[config.mk]
export PLATFORM = sky130hd
export DESIGN_NAME = regfile_wb_queue_flat
export DESIGN_NICKNAME = d
export VERILOG_FILES = /design/src/rtl/regfile_wb_queue_if.sv /design/src/rtl/regfile_wb_queue.sv /design/src/flat_wrapper.sv
export SDC_FILE = /design/constraint.sdc
export NUM_CORES = 1
export LEC_CHECK = 0
export ABC_AREA = 0
export ABC_CLOCK_PERIOD_IN_PS = 4900
export CELL_PAD_IN_SITES_DETAIL_PLACEMENT = 0
export CELL_PAD_IN_SITES_GLOBAL_PLACEMENT = 1
export CORE_ASPECT_RATIO = 1.1
export CORE_MARGIN = 4
export CORE_UTILIZATION = 47
export CTS_CLUSTER_SIZE = 25
export DETAILED_ROUTE_END_ITERATION = 16
export GPL_ROUTABILITY_DRIVEN = 0
export GPL_TIMING_DRIVEN = 1
export PLACE_DENSITY_LB_ADDON = 0.1
export RECOVER_POWER = 25
export SKIP_CTS_REPAIR_TIMING = 1
export SYNTH_ARGS = -nofsm -noshare
export SYNTH_HDL_FRONTEND = slang
export SYNTH_SLANG_ARGS = --single-unit
[constraint.sdc]
create_clock -name clk -period 4.9 [get_ports clk]
set_input_delay 0.49 -clock clk [delete_from_list [all_inputs] [get_ports clk]]
set_output_delay 0.49 -clock clk [all_outputs]
set_load 0.1 [all_outputs]
[src/rtl/regfile_wb_queue_if.sv]
// rtl/regfile_wb_queue_if.sv - writeback request handshake and register file write port bundle
// Purpose: groups the producer-side request handshake (in_*) and the
//          register file write port (wr_*) of regfile_wb_queue.
// Signals: in_valid/in_ready/in_addr/in_data  writeback request handshake
//          wr_en/wr_addr/wr_data               register file write port
// Modports: master = request producer / write port consumer side
//           slave  = regfile_wb_queue side
interface regfile_wb_queue_if;
  logic        in_valid;
  logic        in_ready;
  logic [4:0]  in_addr;
  logic [31:0] in_data;
  logic        wr_en;
  logic [4:0]  wr_addr;
  logic [31:0] wr_data;

  modport master (
    output in_valid,
    output in_addr,
    output in_data,
    input  in_ready,
    input  wr_en,
    input  wr_addr,
    input  wr_data
  );

  modport slave (
    input  in_valid,
    input  in_addr,
    input  in_data,
    output in_ready,
    output wr_en,
    output wr_addr,
    output wr_data
  );
endinterface

[src/rtl/regfile_wb_queue.sv]
// rtl/regfile_wb_queue.sv - in-order writeback queue feeding the register file write port
// Purpose: buffers writeback requests in a DEPTH-entry FIFO and drains at most
//          one per cycle into a registered register file write port, with
//          combinational bypass lookups over everything still pending.
// Ports:   clk, rst_n (async, active-low)
//          wb        regfile_wb_queue_if.slave: in_valid/in_ready/in_addr/in_data,
//                    wr_en/wr_addr/wr_data (registered)
//          drain_en  permits a pop this cycle
//          flush     synchronous discard of queued and in-flight writes
//          count     entries queued (output register excluded)
//          byp_addr1/2 -> byp_hit1/2, byp_data1/2 bypass lookups
// Option:  WB_QUEUE_BYPASS_EN builds the bypass comparators; when undefined
//          byp_hit* and byp_data* are tied to 0.
module regfile_wb_queue #(
  parameter int DEPTH = 4,
  parameter int AW    = 2
) (
  input  logic               clk,
  input  logic               rst_n,
  regfile_wb_queue_if.slave  wb,
  input  logic               drain_en,
  input  logic               flush,
  output logic [AW:0]        count,
  input  logic [4:0]         byp_addr1,
  input  logic [4:0]         byp_addr2,
  output logic               byp_hit1,
  output logic [31:0]        byp_data1,
  output logic               byp_hit2,
  output logic [31:0]        byp_data2
);
  localparam logic [AW:0] FULL_CNT = (AW+1)'(DEPTH);

  logic [AW-1:0]    head_q, head_d;
  logic [AW-1:0]    tail_q, tail_d;
  logic [AW:0]      count_q, count_d;
  logic [DEPTH-1:0] valid_q, valid_d;
  logic [4:0]       ent_addr_q [DEPTH];
  logic [4:0]       ent_addr_d [DEPTH];
  logic [31:0]      ent_data_q [DEPTH];
  logic [31:0]      ent_data_d [DEPTH];
  logic             wr_en_q, wr_en_d;
  logic [4:0]       wr_addr_q, wr_addr_d;
  logic [31:0]      wr_data_q, wr_data_d;
  logic             in_ready;
  logic             push;
  logic             pop;

  // Readiness depends only on occupancy: a pop in the same cycle does not
  // free a slot for the incoming request.
  assign in_ready = (count_q != FULL_CNT);
  // Register 0 requests complete the handshake but are never stored.
  assign push     = wb.in_valid && in_ready && !flush && (wb.in_addr != 5'd0);
  assign pop      = (count_q != '0) && drain_en && !flush;

  always_comb begin
    head_d     = head_q;
    tail_d     = tail_q;
    count_d    = count_q;
    valid_d    = valid_q;
    ent_addr_d = ent_addr_q;
    ent_data_d = ent_data_q;
    wr_en_d    = 1'b0;
    wr_addr_d  = wr_addr_q;
    wr_data_d  = wr_data_q;
    if (flush) begin
      head_d  = '0;
      tail_d  = '0;
      count_d = '0;
      valid_d = '0;
    end else begin
      if (pop) begin
        wr_en_d         = 1'b1;
        wr_addr_d       = ent_addr_q[head_q];
        wr_data_d       = ent_data_q[head_q];
        valid_d[head_q] = 1'b0;
        head_d          = head_q + 1'b1;
      end
      // Full queues never push, so tail and head cannot collide here.
      if (push) begin
        ent_addr_d[tail_q] = wb.in_addr;
        ent_data_d[tail_q] = wb.in_data;
        valid_d[tail_q]    = 1'b1;
        tail_d             = tail_q + 1'b1;
      end
      count_d = count_q + {{AW{1'b0}}, push} - {{AW{1'b0}}, pop};
    end
  end

  always_ff @(posedge clk or negedge rst_n) begin
    if (!rst_n) begin
      head_q    <= '0;
      tail_q    <= '0;
      count_q   <= '0;
      valid_q   <= '0;
      wr_en_q   <= 1'b0;
      wr_addr_q <= '0;
      wr_data_q <= '0;
      for (int i = 0; i < DEPTH; i++) begin
        ent_addr_q[i] <= '0;
        ent_data_q[i] <= '0;
      end
    end else begin
      head_q     <= head_d;
      tail_q     <= tail_d;
      count_q    <= count_d;
      valid_q    <= valid_d;
      wr_en_q    <= wr_en_d;
      wr_addr_q  <= wr_addr_d;
      wr_data_q  <= wr_data_d;
      ent_addr_q <= ent_addr_d;
      ent_data_q <= ent_data_d;
    end
  end

  assign wb.in_ready = in_ready;
  assign wb.wr_en    = wr_en_q;
  assign wb.wr_addr  = wr_addr_q;
  assign wb.wr_data  = wr_data_q;
  assign count       = count_q;

`ifdef WB_QUEUE_BYPASS_EN
  // Candidates are scanned oldest to youngest so the last match wins:
  // output register first, then queue entries from head towards tail-1.
  always_comb begin : byp_lookup
    logic [AW-1:0] idx;
    byp_hit1  = 1'b0;
    byp_data1 = '0;
    byp_hit2  = 1'b0;
    byp_data2 = '0;
    idx       = head_q;
    if (wr_en_q && (byp_addr1 != 5'd0) && (wr_addr_q == byp_addr1)) begin
      byp_hit1  = 1'b1;
      byp_data1 = wr_data_q;
    end
    if (wr_en_q && (byp_addr2 != 5'd0) && (wr_addr_q == byp_addr2)) begin
      byp_hit2  = 1'b1;
      byp_data2 = wr_data_q;
    end
    for (int i = 0; i < DEPTH; i++) begin
      idx = head_q + AW'(i);
      if (valid_q[idx] && (byp_addr1 != 5'd0) && (ent_addr_q[idx] == byp_addr1)) begin
        byp_hit1  = 1'b1;
        byp_data1 = ent_data_q[idx];
      end
      if (valid_q[idx] && (byp_addr2 != 5'd0) && (ent_addr_q[idx] == byp_addr2)) begin
        byp_hit2  = 1'b1;
        byp_data2 = ent_data_q[idx];
      end
    end
  end
`else
  logic byp_unused;
  assign byp_unused = ^{byp_addr1, byp_addr2};
  assign byp_hit1   = 1'b0;
  assign byp_data1  = '0;
  assign byp_hit2   = 1'b0;
  assign byp_data2  = '0;
`endif
endmodule

[src/flat_wrapper.sv]
// flat-port wrapper written by rule: the top's interface ports become plain ports
module regfile_wb_queue_flat 
#(
  parameter int DEPTH = 4,
  parameter int AW    = 2
)
  (clk, rst_n, drain_en, flush, count, byp_addr1, byp_addr2, byp_hit1, byp_data1, byp_hit2, byp_data2, wb_in_valid, wb_in_addr, wb_in_data, wb_in_ready, wb_wr_en, wb_wr_addr, wb_wr_data);
  regfile_wb_queue_if wb_i ();
  input  logic clk;
  input  logic rst_n;
  input  logic drain_en;
  input  logic flush;
  output logic [AW:0] count;
  input  logic [4:0] byp_addr1;
  input  logic [4:0] byp_addr2;
  output logic byp_hit1;
  output logic [31:0] byp_data1;
  output logic byp_hit2;
  output logic [31:0] byp_data2;
  input wire logic [$bits(wb_i.in_valid)-1:0] wb_in_valid;
  input wire logic [$bits(wb_i.in_addr)-1:0] wb_in_addr;
  input wire logic [$bits(wb_i.in_data)-1:0] wb_in_data;
  output wire logic [$bits(wb_i.in_ready)-1:0] wb_in_ready;
  output wire logic [$bits(wb_i.wr_en)-1:0] wb_wr_en;
  output wire logic [$bits(wb_i.wr_addr)-1:0] wb_wr_addr;
  output wire logic [$bits(wb_i.wr_data)-1:0] wb_wr_data;
  assign wb_i.in_valid = wb_in_valid;
  assign wb_i.in_addr = wb_in_addr;
  assign wb_i.in_data = wb_in_data;
  assign wb_in_ready = wb_i.in_ready;
  assign wb_wr_en = wb_i.wr_en;
  assign wb_wr_addr = wb_i.wr_addr;
  assign wb_wr_data = wb_i.wr_data;
  regfile_wb_queue #(.DEPTH(DEPTH), .AW(AW)) u_core (.clk(clk), .rst_n(rst_n), .wb(wb_i), .drain_en(drain_en), .flush(flush), .count(count), .byp_addr1(byp_addr1), .byp_addr2(byp_addr2), .byp_hit1(byp_hit1), .byp_data1(byp_data1), .byp_hit2(byp_hit2), .byp_data2(byp_data2));
endmodule
==> impl_metrics.py <==
metrics = {
    "run_status": {
        "outcome": "finished with violations",
        "violations": "capacitance limit, slew limit",
    },
    "floorplanning": {
        "start_util_pct": 47.89,
        "die_h_um": 151.9,
        "core_area_mm2": 0.01848,
        "io_pins": 160,
        "row_count": 52,
        "dieArea_mm2": 0.02109,
        "dieWidth_um": 138.8,
    },
    "sta": {
        "fin_worst_skew_ns": 0.009291,
        "drv_slew": 103,
        "setup_viol": 0,
        "hold_violations": 0,
        "clock.fmax_ghz": 0.3226,
        "relSlewSlack_pct": -68.50,
        "setup-tns-final_ns": 0,
        "min_period_ns": 3.100,
        "fin_crit_sh_pct": 63.27,
        "worst_slew_pin_slew_ns": 2.528,
        "rsz0062_at_grt": "no",
    },
    "power_and_ir_drop": {
        "power_mw": 7.295,
        "power_frac_seq_pct": 37.7,
        "p_sw_share_pct": 40.22,
        "ir_worst_vdd_mv": 0.4467,
        "power_density_mw_per_mm2": 714.2,
        "p_leak_nw": 4.530,
        "pwr-share-comb_pct": 42.9,
        "switching_power_mw": 2.934,
        "p_int_mw": 4.361,
        "p_clk_share_pct": 19.4,
    },
    "synthesis": {
        "ys_seq_area_share_pct": 54.57,
        "synth_top_flop_cell": "dfrtp_1",
        "ys.warnings.count": 0,
        "syn_inst": 554,
        "synthArstFlopShare_pct": 100.0,
        "ys_types": 29,
        "synth_top_area_share_pct": 54.57,
        "synth_common_cells": "dfrtp_1, mux2_2, buf_4",
        "synth-seq-cells": 193,
        "synth_edf_count": 0,
        "syn_avg_cell_area_um2": 15.97,
        "syn_area_mm2": 0.008850,
        "synth_most_common_cell": "dfrtp_1",
        "synth_top_cell_by_area": "dfrtp_1",
        "synth_area_leaders": "dfrtp_1, mux2_2, mux4_2, buf_4, mux2_1",
    },
    "routing": {
        "drt_iter0_markers": 169,
        "wl_um": 16880,
        "firstDrtPassIters": 4,
        "ant_nets": 0,
        "drc_errors": 0,
        "via_per_inst": 5.183,
        "drt-wirelength-per-cell_um": 18.99,
        "vias": 4608,
    },
    "layout": {
        "final_cells": 889,
        "antennaDiodeCount": 0,
        "area.growth.synth_to_final_pct": 15.41,
        "nNetsFinal": 693,
        "drive_gt1_share_pct": 39.32,
    },
    "worst_hold_path": {
        "hold_class": "flop to flop",
        "holdPathStages": 1,
    },
    "run": {
        "maxCapViolCount": 1,
    },
    "clock_tree": {
        "clockRootBuffer": "clkbuf_16",
        "clock_sinks": 193,
        "clockBufferDepth": 2,
        "path_clk_slew_ns": 0.07,
        "numCtsBuffers": 17,
        "htree_levels": 4,
        "insertion_delay_ns": 0.43,
        "cts_tree": "done",
    },
    "global_routing": {
        "overflow": 0,
        "first_global_vias": 5151,
        "grt_start_max_net_pins": 103,
        "grt_usage_pct": 16.92,
        "grt_pass1_wl_um": 28230,
        "antenna_found_initial": 0,
    },
    "worst_setup_path": {
        "arrival_ns": 2.61,
        "rr_worst_depth": 4,
        "cp-start-kind": "flop",
        "end_kind": "output pin",
        "crit_type": "flop to output pin",
        "required_ns": 4.41,
        "crit_path_max_fanout": 7,
    },
    "placed_design": {
        "post-place-cells": 858,
        "portBuffers": 83,
        "dp_hpwl_um": 10270,
    },
}
-- registers in the layout (all words and copies together), names as in the netlist --
signal / count
u_core.count: 3
u_core.ent_addr_q: 20
u_core.ent_data_q: 128
u_core.head_q: 2
u_core.tail_q: 2
u_core.wb.wr_addr: 5
u_core.wb.wr_data: 32
u_core.wb.wr_en: 1
-- final cells by class --
cell class | count | area, um2
timing repair buffer | 90 | 900.9
inverter | 5 | 18.77
sequential | 193 | 4835
clock inverter | 9 | 131.4
tap | 243 | 304.0
fill | 1507 | 8264
multi-input combinational | 327 | 3550
clock buffer | 22 | 474.2
-- critical path, cell delays in order (launching register included) --
cell,delay (ns)
dfrtp_1,0.47
or3b_2,0.67
clkdlybuf4s50_1,1.03
-- cells in the final DEF, fill, tap and decap left out, types with 2 or more instances in the layout --
cell type / n
and3b_1: 4
buf_12: 2
buf_4: 4
bufinv_16: 3
clkbuf_1: 2
clkbuf_16: 17
clkbuf_2: 2
clkbuf_8: 3
clkdlybuf4s50_1: 82
clkinv_2: 2
clkinvlp_4: 3
conb_1: 66
dfrtp_1: 191
ha_1: 6
inv_1: 5
mux2_1: 14
mux2_2: 172
mux4_2: 37
nand2b_1: 2
nor2_1: 6
o211ai_4: 4
xor2_1: 3
-- path summary, 6_finish.rpt --
| path | start | to | slack, ns |
|---|---|---|---|
| worst max-delay path | u_core.count[1] | wb_in_ready | 1.80 |
| min in group asynchronous | rst_n | u_core.wb.wr_data[9] | 0.83 |
| worst min-delay path | u_core.ent_data_q[115] | u_core.ent_data_q[115] | 0.49 |
| worst min register to register | u_core.ent_data_q[115] | u_core.ent_data_q[115] | 0.49 |
| worst max register to register | u_core.count[1] | u_core.ent_data_q[68] | 2.41 |
| max in group asynchronous | rst_n | u_core.wb.wr_data[25] | 1.99 |
-- kinds of logic (layout without fill, tap and decap cells) --
group	count (synthesis)	in the layout	share of synthesized area, %
DFF	193	193	54.57
xor gates and xnor gates	4	4	0.3959
adders and majority gates	7	7	1.074
other	1	66	0.04237
AOI/OAI and AO/OA	8	8	1.315
muxes	224	224	33.20
and+or+nand+nor	18	18	1.272
buffers and inverters	99	126	8.130
-- power by group through the flow --
stage          Sequential [mW]  Combinational, mW  Clock [mW]
4_1_cts                   2.76               3.17        1.46
6_report                  2.75               3.13        1.42
3_3_place_gp              2.74               3.11           0
5_1_grt                   2.86               3.29        1.53
2_1_floorplan             3.74               1.53           0
3_5_place_dp              2.79               3.16           0
-- per-layer routing --
metal	up-vias	wire [um]	track usage [%]
li1	2033	-	-
met1	2468	7263	21.74
met2	89	8782	28.86
met3	18	639	4.024
met4	0	194	4.753
met5	-	0	0
-- per-stage QoR --
step                worst slack [ns]  utilization, %  hold WS [ns]  area, um2
finish                         1.800           55.27        0.4893      10210
global route                   1.232           55.27        0.5087      10210
CTS                            1.766           55.34        0.1823      10220
detailed placement             1.463           52.06        0.4798       9619
global placement               1.513           52.06        0.4686       9619
floorplan                      1.742               -        0.1944       9094
Note: power is estimated with default switching activity, not from simulation.
==> edit, RTL diff (same settings) <==
`DEPTH` is set to 4 in 2 places; all go to 8.
--- a/src/rtl/regfile_wb_queue.sv
+++ b/src/rtl/regfile_wb_queue.sv
@@ -12,7 +12,7 @@
 // Option:  WB_QUEUE_BYPASS_EN builds the bypass comparators; when undefined
 //          byp_hit* and byp_data* are tied to 0.
 module regfile_wb_queue #(
-  parameter int DEPTH = 4,
+  parameter int DEPTH = 8,
   parameter int AW    = 2
 ) (
   input  logic               clk,
--- a/src/flat_wrapper.sv
+++ b/src/flat_wrapper.sv
@@ -1,7 +1,7 @@
 // flat-port wrapper written by rule: the top's interface ports become plain ports
 module regfile_wb_queue_flat 
 #(
-  parameter int DEPTH = 4,
+  parameter int DEPTH = 8,
   parameter int AW    = 2
 )
   (clk, rst_n, drain_en, flush, count, byp_addr1, byp_addr2, byp_hit1, byp_data1, byp_hit2, byp_data2, wb_in_valid, wb_in_addr, wb_in_data, wb_in_ready, wb_wr_en, wb_wr_addr, wb_wr_data);
Function: changed (a bounded check fails within 4 cycles, from zero or initial values and one cycle with rst_n low).
==> edit against the unedited design <==
The run still ends with max-capacitance violations, max-slew violations left; sequential cell count unchanged; routed wire length increased by 4.0%; worst setup slack improved by 300 ps; synthesized cell count decreased by 1.4%; critical endpoint unchanged; synthesized area increased by 5.5%; clock skew about the same; total power decreased by 3.9%; cell area increased by 3.3%; largest power group unchanged.
==> edit: results (changes against the unedited design) <==
Global routing
  – Tot GR Track Use: 16.4% (was 16.9%)
  – First-pass GRT wire length: 28100 um (was 28200 um)
  – Met1 Usage GRT: 21.6% (was 21.7%)
  – Met3 Usage GRT: 2.97% (was 4.02%)
  – Vias in the first global route: 5049 (was 5151)

STA
  – Rel. slew slack: -83.7% (was -68.5%)
  – Skew final: 9.37 ps (was 9.29 ps)
  – Slew Limit Fails: 113 (was 103)
  – WHS: 488 ps (was 489 ps)

Drt
  – Vias per cell: 5.10 (was 5.18)
  – Wl on met1: 7620 um (was 7260 um)
  – Initial DRC count: 174 (was 169)
  – Met3 routed WL: 608 um (was 639 um)
  – Wire length on met2: 9100 um (was 8780 um)

Placed design
  – DP Worst Slack: 1710 ps (was 1460 ps)

Logic synthesis
  – Post-Syn Instances: 546 (was 554)
  – Top post-synthesis cells by area: dfrtp_1, mux2_4, mux4_2 (was dfrtp_1, mux2_2, mux4_2)

Power
  – Max IR drop VDD: 0.000461 V (was 0.000447 V)
  – P_leak: 5.17 nW (was 4.53 nW)
  – Internal power: 4.23 mW (was 4.36 mW)

Worst hold path
  – Min-delay src: u_core.wb.wr_addr[3]$_DFFE_PN0P_ (was u_core.ent_data_q[115]$_DFFE_PN0P_)
  – WHS Endpoint: u_core.wb.wr_addr[3]$_DFFE_PN0P_ (was u_core.ent_data_q[115]$_DFFE_PN0P_)

Cells and area
  – Fraction of layout cells with a size suffix above 1: 39.4% (was 39.3%)
  – Number of fill cells in the layout: 1522 (was 1507)
  – Final #Nets: 683 (was 693)

Run status
  – Outcome: finished with violations (unchanged)
  – Violated checks: max-capacitance violations, max-slew violations (unchanged)

Critical path
  – Internal reg-to-reg setup slack: 2460 ps (was 2410 ps)
  – Critical Path AT: 2310 ps (was 2610 ps)

Job
  – Max_cap viols: 1 (unchanged)
-- edit: cell types whose count changed after synthesis, sizes merged, moves of 2 or more --
cell / unedited run / this run
nor3b: 2 / 0
nand2: 0 / 5
o211ai: 4 / 1
and3b: 4 / 0
nand2b: 2 / 0
-- edit: cells by family (layout without fill, tap and decap cells) --
logic type,Yosys count,count (layout),share of synthesized area [%]
other,1,66,0.0402
XOR/XNOR,5,5,0.469
buffers and inverters,99,120,8.87
flip-flops,193,193,51.7
AO/OA/AOI/OAI,2,2,0.201
adder cells (fa/ha/maj),7,7,1.02
AND/OR/NAND/NOR,16,16,1.47
multiplexers,223,223,36.2
-- edit: worst register-to-register path: stages, from the launching register on --
cell and delay, ps:
dfrtp_1 430, or3_1 240, o2111a_1 730, ha_1 260, inv_1 50, fa_1 380
xnor2_1 180, nor2_1 50
-- edit: cell type report --
type,instances,area share [%]
clock buffers,21,4.27
well taps,247,2.93
multi-input cells,319,37.2
clock inverters,6,1.51
inverters,6,0.213
repair buffers,87,8.11
flip-flops and latches,193,45.8
